--- src/rtl/pll_lock_ctrl_if.sv ---
// -----------------------------------------------------------------------------
// pll_lock_ctrl_if
// Groups the PLL supervisor's control/status signals into one bundle.
//
// Signals:
//   soft_rst      supervisor input   one-cycle synchronous relock request
//   pll_lock      supervisor input   raw PLL LOCK (asynchronous)
//   pll_rst       supervisor output  PLL reset, active-high
//   pll_pwd       supervisor output  PLL power-down
//   sys_rst_n     supervisor output  downstream reset, active-low
//   pll_ready     supervisor output  high while lock is qualified (RUN)
//   pll_fail      supervisor output  sticky failure after retries exhausted
//   retry_cnt     supervisor output  retries used in the current sequence
//   lost_lock_cnt supervisor output  saturating count of RUN lock losses
//
// Modports:
//   master  the side that requests relock and watches status (system / bench)
//   slave   the supervisor itself (pll_lock_ctrl)
// -----------------------------------------------------------------------------
interface pll_lock_ctrl_if;
    logic       soft_rst;
    logic       pll_lock;
    logic       pll_rst;
    logic       pll_pwd;
    logic       sys_rst_n;
    logic       pll_ready;
    logic       pll_fail;
    logic [3:0] retry_cnt;
    logic [7:0] lost_lock_cnt;

    modport master (
        output soft_rst, pll_lock,
        input  pll_rst, pll_pwd, sys_rst_n, pll_ready, pll_fail, retry_cnt, lost_lock_cnt
    );

    modport slave (
        input  soft_rst, pll_lock,
        output pll_rst, pll_pwd, sys_rst_n, pll_ready, pll_fail, retry_cnt, lost_lock_cnt
    );
endinterface

--- src/rtl/pll_lock_ctrl.sv ---
// -----------------------------------------------------------------------------
// pll_lock_ctrl
// Lock supervisor and reset sequencer for the HDMI-domain PLL. Holds the PLL in
// reset, qualifies the asynchronous LOCK through a 2-flop synchronizer and a
// stability window, then releases the downstream reset. Lock loss in RUN or a
// qualification timeout triggers a bounded number of retries; when they are
// exhausted the block parks in a sticky FAIL state until soft_rst or rst_n.
//
// Ports:
//   clkin1   PLL reference clock, the only clock of this block
//   rst_n    asynchronous active-low reset
//   pll_if   pll_lock_ctrl_if.slave bundle (soft_rst, pll_lock in; pll_rst,
//            pll_pwd, sys_rst_n, pll_ready, pll_fail, retry_cnt,
//            lost_lock_cnt out)
//
// Optional feature macro: PLL_PWD_ON_FAIL_EN
//   defined   -> pll_pwd is high while in FAIL
//   undefined -> pll_pwd is tied low
//
// Timing notes: the FSM sees pll_lock three edges after it is applied (two
// synchronizer flops plus the FSM register). The timeout window covers
// LOCK_TIMEOUT_CYC cycles spent in WAIT_LOCK/STABLE. All outputs are registered
// and decoded from the next state, so they switch on the transition edge.
// -----------------------------------------------------------------------------
module pll_lock_ctrl #(
    parameter int RST_HOLD_CYC     = 16,
    parameter int LOCK_STABLE_CYC  = 1024,
    parameter int LOCK_TIMEOUT_CYC = 65535,
    parameter int MAX_RETRY        = 7,
    parameter int LOSS_FILTER      = 4
) (
    input  logic         clkin1,
    input  logic         rst_n,
    pll_lock_ctrl_if.slave pll_if
);

    localparam int HOLD_W = (RST_HOLD_CYC > 1)     ? $clog2(RST_HOLD_CYC)     : 1;
    localparam int STAB_W = (LOCK_STABLE_CYC > 1)  ? $clog2(LOCK_STABLE_CYC)  : 1;
    localparam int TMO_W  = (LOCK_TIMEOUT_CYC > 1) ? $clog2(LOCK_TIMEOUT_CYC) : 1;
    localparam int LOSS_W = (LOSS_FILTER > 1)      ? $clog2(LOSS_FILTER)      : 1;

    localparam logic [HOLD_W-1:0] HOLD_LAST = HOLD_W'(RST_HOLD_CYC - 1);
    localparam logic [STAB_W-1:0] STAB_LAST = STAB_W'(LOCK_STABLE_CYC - 1);
    localparam logic [TMO_W-1:0]  TMO_LAST  = TMO_W'(LOCK_TIMEOUT_CYC - 1);
    localparam logic [LOSS_W-1:0] LOSS_LAST = LOSS_W'(LOSS_FILTER - 1);
    localparam logic [3:0]        RETRY_MAX = 4'(MAX_RETRY);

    typedef enum logic [2:0] {
        S_RESET,
        S_WAIT_LOCK,
        S_STABLE,
        S_RUN,
        S_FAIL
    } state_t;

    state_t              state_q, state_d;
    logic [HOLD_W-1:0]   hold_q, hold_d;
    logic [STAB_W-1:0]   stable_q, stable_d;
    logic [TMO_W-1:0]    tmo_q, tmo_d;
    logic [LOSS_W-1:0]   loss_q, loss_d;
    logic [3:0]          retry_q, retry_d;
    logic [7:0]          lost_q, lost_d;

    logic sync1_q, lock_s_q;
    logic qualify;
    logic pll_rst_q, pll_rst_d;
    logic ready_q, ready_d;
    logic fail_q, fail_d;

    // 2-flop synchronizer for the asynchronous LOCK input
    always_ff @(posedge clkin1 or negedge rst_n) begin
        if (!rst_n) begin
            sync1_q  <= 1'b0;
            lock_s_q <= 1'b0;
        end else begin
            sync1_q  <= pll_if.pll_lock;
            lock_s_q <= sync1_q;
        end
    end

    // This lock_s sample completes the stability window. From WAIT_LOCK it can
    // only complete the window when a single cycle is enough.
    assign qualify = lock_s_q &&
                     ((state_q == S_STABLE) ? (stable_q == STAB_LAST) : (LOCK_STABLE_CYC == 1));

    always_comb begin
        state_d  = state_q;
        hold_d   = hold_q;
        stable_d = stable_q;
        tmo_d    = tmo_q;
        loss_d   = loss_q;
        retry_d  = retry_q;
        lost_d   = lost_q;

        if (pll_if.soft_rst) begin
            // Relock request overrides everything, including a coincident loss
            state_d  = S_RESET;
            hold_d   = '0;
            stable_d = '0;
            tmo_d    = '0;
            loss_d   = '0;
            retry_d  = '0;
        end else begin
            unique case (state_q)
                S_RESET: begin
                    if (hold_q == HOLD_LAST) begin
                        state_d  = S_WAIT_LOCK;
                        hold_d   = '0;
                        tmo_d    = '0;
                        stable_d = '0;
                    end else begin
                        hold_d = hold_q + 1'b1;
                    end
                end
                S_WAIT_LOCK, S_STABLE: begin
                    if (qualify) begin
                        // Qualification beats a coincident timeout
                        state_d  = S_RUN;
                        stable_d = '0;
                        tmo_d    = '0;
                        loss_d   = '0;
                        retry_d  = '0;
                    end else if (tmo_q == TMO_LAST) begin
                        stable_d = '0;
                        tmo_d    = '0;
                        if (retry_q == RETRY_MAX) begin
                            state_d = S_FAIL;
                        end else begin
                            retry_d = retry_q + 1'b1;
                            state_d = S_RESET;
                            hold_d  = '0;
                        end
                    end else begin
                        tmo_d = tmo_q + 1'b1;
                        if (lock_s_q) begin
                            state_d  = S_STABLE;
                            stable_d = (state_q == S_STABLE) ? stable_q + 1'b1 : STAB_W'(1);
                        end else begin
                            // A bounce restarts the window but not the timeout
                            state_d  = S_WAIT_LOCK;
                            stable_d = '0;
                        end
                    end
                end
                S_RUN: begin
                    if (!lock_s_q) begin
                        if (loss_q == LOSS_LAST) begin
                            state_d = S_RESET;
                            hold_d  = '0;
                            loss_d  = '0;
                            if (lost_q != 8'hFF) begin
                                lost_d = lost_q + 1'b1;
                            end
                        end else begin
                            loss_d = loss_q + 1'b1;
                        end
                    end else begin
                        loss_d = '0;
                    end
                end
                S_FAIL: begin
                    state_d = S_FAIL;
                end
                default: begin
                    state_d = S_RESET;
                    hold_d  = '0;
                end
            endcase
        end

        // Outputs decoded from the next state so they move with the transition
        pll_rst_d = (state_d == S_RESET) || (state_d == S_FAIL);
        ready_d   = (state_d == S_RUN);
        fail_d    = (state_d == S_FAIL);
    end

    always_ff @(posedge clkin1 or negedge rst_n) begin
        if (!rst_n) begin
            state_q   <= S_RESET;
            hold_q    <= '0;
            stable_q  <= '0;
            tmo_q     <= '0;
            loss_q    <= '0;
            retry_q   <= '0;
            lost_q    <= '0;
            pll_rst_q <= 1'b1;
            ready_q   <= 1'b0;
            fail_q    <= 1'b0;
        end else begin
            state_q   <= state_d;
            hold_q    <= hold_d;
            stable_q  <= stable_d;
            tmo_q     <= tmo_d;
            loss_q    <= loss_d;
            retry_q   <= retry_d;
            lost_q    <= lost_d;
            pll_rst_q <= pll_rst_d;
            ready_q   <= ready_d;
            fail_q    <= fail_d;
        end
    end

`ifdef PLL_PWD_ON_FAIL_EN
    logic pwd_q;
    always_ff @(posedge clkin1 or negedge rst_n) begin
        if (!rst_n) begin
            pwd_q <= 1'b0;
        end else begin
            pwd_q <= (state_d == S_FAIL);
        end
    end
    assign pll_if.pll_pwd = pwd_q;
`else
    assign pll_if.pll_pwd = 1'b0;
`endif

    assign pll_if.pll_rst       = pll_rst_q;
    assign pll_if.sys_rst_n     = ready_q;
    assign pll_if.pll_ready     = ready_q;
    assign pll_if.pll_fail      = fail_q;
    assign pll_if.retry_cnt     = retry_q;
    assign pll_if.lost_lock_cnt = lost_q;

endmodule
--- src/flat_wrapper.sv ---
// flat-port wrapper written by rule: the top's interface ports become plain ports
module pll_lock_ctrl_flat 
#(
    parameter int RST_HOLD_CYC     = 16,
    parameter int LOCK_STABLE_CYC  = 1024,
    parameter int LOCK_TIMEOUT_CYC = 65535,
    parameter int MAX_RETRY        = 7,
    parameter int LOSS_FILTER      = 4
)
  (clkin1, rst_n, pll_if_soft_rst, pll_if_pll_lock, pll_if_pll_rst, pll_if_pll_pwd, pll_if_sys_rst_n, pll_if_pll_ready, pll_if_pll_fail, pll_if_retry_cnt, pll_if_lost_lock_cnt);
  pll_lock_ctrl_if pll_if_i ();
  input  logic clkin1;
  input  logic rst_n;
  input wire logic [$bits(pll_if_i.soft_rst)-1:0] pll_if_soft_rst;
  input wire logic [$bits(pll_if_i.pll_lock)-1:0] pll_if_pll_lock;
  output wire logic [$bits(pll_if_i.pll_rst)-1:0] pll_if_pll_rst;
  output wire logic [$bits(pll_if_i.pll_pwd)-1:0] pll_if_pll_pwd;
  output wire logic [$bits(pll_if_i.sys_rst_n)-1:0] pll_if_sys_rst_n;
  output wire logic [$bits(pll_if_i.pll_ready)-1:0] pll_if_pll_ready;
  output wire logic [$bits(pll_if_i.pll_fail)-1:0] pll_if_pll_fail;
  output wire logic [$bits(pll_if_i.retry_cnt)-1:0] pll_if_retry_cnt;
  output wire logic [$bits(pll_if_i.lost_lock_cnt)-1:0] pll_if_lost_lock_cnt;
  assign pll_if_i.soft_rst = pll_if_soft_rst;
  assign pll_if_i.pll_lock = pll_if_pll_lock;
  assign pll_if_pll_rst = pll_if_i.pll_rst;
  assign pll_if_pll_pwd = pll_if_i.pll_pwd;
  assign pll_if_sys_rst_n = pll_if_i.sys_rst_n;
  assign pll_if_pll_ready = pll_if_i.pll_ready;
  assign pll_if_pll_fail = pll_if_i.pll_fail;
  assign pll_if_retry_cnt = pll_if_i.retry_cnt;
  assign pll_if_lost_lock_cnt = pll_if_i.lost_lock_cnt;
  pll_lock_ctrl #(.RST_HOLD_CYC(RST_HOLD_CYC), .LOCK_STABLE_CYC(LOCK_STABLE_CYC), .LOCK_TIMEOUT_CYC(LOCK_TIMEOUT_CYC), .MAX_RETRY(MAX_RETRY), .LOSS_FILTER(LOSS_FILTER)) u_core (.clkin1(clkin1), .rst_n(rst_n), .pll_if(pll_if_i));
endmodule
--- config.mk ---
export PLATFORM = sky130hd
export DESIGN_NAME = pll_lock_ctrl_flat
export DESIGN_NICKNAME = d
export VERILOG_FILES = /design/src/rtl/pll_lock_ctrl_if.sv /design/src/rtl/pll_lock_ctrl.sv /design/src/flat_wrapper.sv
export SDC_FILE = /design/constraint.sdc
export NUM_CORES = 1
export LEC_CHECK = 0
export BUFFER_PORTS_ARGS = -buffer_cell sky130_fd_sc_hd__buf_2
export CELL_PAD_IN_SITES_DETAIL_PLACEMENT = 1
export CELL_PAD_IN_SITES_GLOBAL_PLACEMENT = 2
export CORE_ASPECT_RATIO = 0.75
export CORE_MARGIN = 5
export CORE_UTILIZATION = 35
export CTS_BUF_LIST = sky130_fd_sc_hd__clkbuf_4 sky130_fd_sc_hd__clkbuf_8
export DETAILED_ROUTE_END_ITERATION = 6
export HOLD_SLACK_MARGIN = 0.02
export PLACE_DENSITY = 0.82
export SLEW_MARGIN = 20
export SYNTH_ARGS = -nofsm -noshare
export SYNTH_HDL_FRONTEND = slang
export SYNTH_SLANG_ARGS = --single-unit
--- constraint.sdc ---
create_clock -name clkin1 -period 1.97 [get_ports clkin1]
set_clock_uncertainty 0.05 [all_clocks]
set_input_delay 0.197 -clock clkin1 [delete_from_list [all_inputs] [get_ports clkin1]]
set_output_delay 0.197 -clock clkin1 [all_outputs]
set_load 0.05 [all_outputs]
==> metrics <==
Diodes inserted 0; cell taking the most area after synthesis dfrtp_1; total via count after detailed routing 2,562; max-slew headroom at the worst pin 60.9%; Critical Path Fanout Max 10; static leakage 1.80 nW; worst-skew pair later-pin latency 0.31 ns; final worst path period need 2.08 ns; via count of the first global-routing pass 2,686; number of input and output port buffers inserted 19; power density over the cells 511 nW/um^2; fraction of layout instances using a drive strength above 1 34.0%; antenna violations before repair 0; maximum number of pins on one net before global-route repair 31; Critical Path Start Type flip-flop; TritonCTS clock tree done; top post-synthesis cells by count dfrtp_1 (51), nand2_1 (22), nor2_1 (19); mean instance size in the synthesized netlist 9.73 um^2; Detailed Routing Iterations Pass 1 4; most used standard cell by instance count after synthesis dfrtp_1; Core Rows 28; Die Outline Area 9880 um^2; most area-consuming cells after synthesis dfrtp_1 (46%), nand3_1 (3.2%), ha_1 (3.1%); Clock transition at path regs 0.10 ns; Cell Count Post-Placement 450; # clock sinks 52; die height 87.4 um; critical path class flip-flop to flip-flop; worst path arrival time 2.25 ns; failing checks setup timing; area added between synthesis and finish 36.5%; root cell of the clock tree clkbuf_8; Design Area, Final 3810 um^2; hold slack final 0.296 ns; routability cong. 0.866; global-route wire length before repair 13,400 um; status finished with violations; Slew Limit Fails 0; Max Clock Freq 482 MHz; Final Hold Violating Endpoints 0; vias per inst 5.35; final period utilization 105%; critical-path cell list inv_1, ha_2, nand4_1, nor4_4, buf_6, or3_4, buf_12, or3_1, o21ai_1; slew at the pin with the worst max-slew slack 0.587 ns; maximum capacitance violations 0; global-route usage over all layers 16.9%; Slowest-stage cell, CP or3_4; Netlist Area Pre-Place 2790 um^2; fraction of registers with async set/reset 100%; number of warnings issued by yosys 0; required time reported for the critical path endpoint 2.15 ns; largest vdd supply drop 0.260 mV; ANT nets after route 0; count of different cell masters after synthesis 51; unrepaired setup endpoints after global routing true; number of CTS-inserted buffers 5; Final WS setup -0.107 ns; Min-Delay Path Class input pin to flip-flop; Max H-tree Level 2; Routed Wire Length 8180 um; dominant synthesized flop cell dfrtp_1; final HPWL from detailed placement 5770 um; GRT Residual Overflow 0; maximum number of buffers from clock root to sink 2; IO Count 21; die width 113 um; Seq cells post-synth 52; non-filler instance count after layout 479; number of enable-type register cells in the synthesized netlist 0; Post-DP Area 3370 um^2; final count of negative-setup-slack endpoints 10; Remaining DRCs 0; kind of capture point of the worst setup path flip-flop; register area share after synthesis 46.6%; area of the core region 7850 um^2; Initial DRC Count 77; Gate Count Post-Synth 287; Worst path max stage delay 0.40 ns; drt wl/cell 17.1 um; post-synth top area share 45.7%; syn nets 298; starting utilization of the core area 35.6%; pre-CTS WS -0.117 ns; nets@finish 384; share of the core filled with cells in the final layout 48.6%
-- layout by cell type (no fill, tap or decap), drive strengths merged, types with 3 or more instances in the layout --
cell type	count
a21o	11
inv	9
clkbuf	5
nand4	11
ha	7
dfrtp	51
o31ai	3
xnor2	7
nand3	18
nor4	3
o211ai	3
buf	90
nand2	22
or3	7
mux2i	4
and3	7
a21oi	17
nor2	19
nor3	8
a22o	9
a31oi	5
or2	3
o21ai	17
xor2	5
-- per-stage QoR --
stage	total power, mW	setup TNS (ns)
2_1_floorplan	1.15	0
3_3_place_gp	1.20	-0.0682
3_5_place_dp	1.21	-1.16
4_1_cts	1.97	-0.737
5_1_grt	2.04	-2.03
6_report	1.95	-0.532
-- worst max-delay path: cells and delay by family, from the launching register on --
kind                       cells  cell delay (ns)
buffers and inverters          3             0.36
DFF                            1             0.36
adders and majority gates      1             0.19
and+or+nand+nor                4             0.93
AOI/OAI and AO/OA              1             0.10
-- layout make-up --
type                       instances  area [um^2]
fill                             907         4040
multi-input combinational        213         1520
sequential                        52         1300
timing repair buffer              92          714
tap                              105          131
clock buffer                       5         68.8
clock inverter                     3         42.5
inverter                           9         33.8
-- flip-flops by register name, summed over array words and instances, names as in the netlist --
name                         cells
u_core.pll_if.retry_cnt          4
u_core.state_q                   3
u_core.stable_q                 10
u_core.tmo_q                    16
u_core.sync1_q                   1
u_core.lock_s_q                  1
u_core.loss_q                    2
u_core.pll_if.pll_ready          1
u_core.pll_if.lost_lock_cnt      8
u_core.hold_q                    4
u_core.pll_if.pll_rst            1
u_core.pll_if.pll_fail           1
-- logic make-up after synthesis --
logic type,after synthesis,synth area share [%]
compound gates,77,19.4
xor+xnor,12,3.76
fa+ha+maj,7,3.14
buf+inv,22,3.99
flops,52,46.6
mux,5,1.84
other cells,1,0.134
simple gates,111,21.1
-- final timing paths --
kind | start | to | slack [ns] | cells past startpoint
max in group asynchronous | rst_n | u_core.pll_if.pll_rst | 0.87 | 3
min in group asynchronous | rst_n | u_core.tmo_q[11] | 0.37 | 2
worst min register to register | u_core.sync1_q | u_core.lock_s_q | 0.34 | 0
worst max-delay path | u_core.tmo_q[0] | u_core.tmo_q[14] | -0.11 | 9
worst max register to register | u_core.tmo_q[0] | u_core.tmo_q[14] | -0.11 | 9
worst min-delay path | pll_if_soft_rst | u_core.loss_q[0] | 0.30 | 3
-- routing by layer --
metal  vias up  part of all wire, %  global-route usage (%)  wire length [um]
li1       1229                    -                       -                 -
met1      1291                   50                    24.4              4080
met2        33                   46                    27.1              3750
met3         9                  3.5                    2.64               283
met4         0                 0.78                    2.95                64
met5         -                    0                       0                 0
-- where the power goes --
part | switching [mW] | internal (mW) | total [mW] | leakage, nW
Combinational | 0.0744 | 0.0474 | 0.122 | 1.03
Sequential | 0.00653 | 1.07 | 1.08 | 0.715
Clock | 0.368 | 0.377 | 0.744 | 0.0541
-- timing repair --
item	in CTS	in global routing
buffers inserted	7	10
setup endpoints to repair	26	36
gates resized for setup	14	26
hold buffers	2	0
gates cloned	0	2
pin swaps	8	7
hold endpoints to repair	23	0
Power figures use the tool's default switching activity.
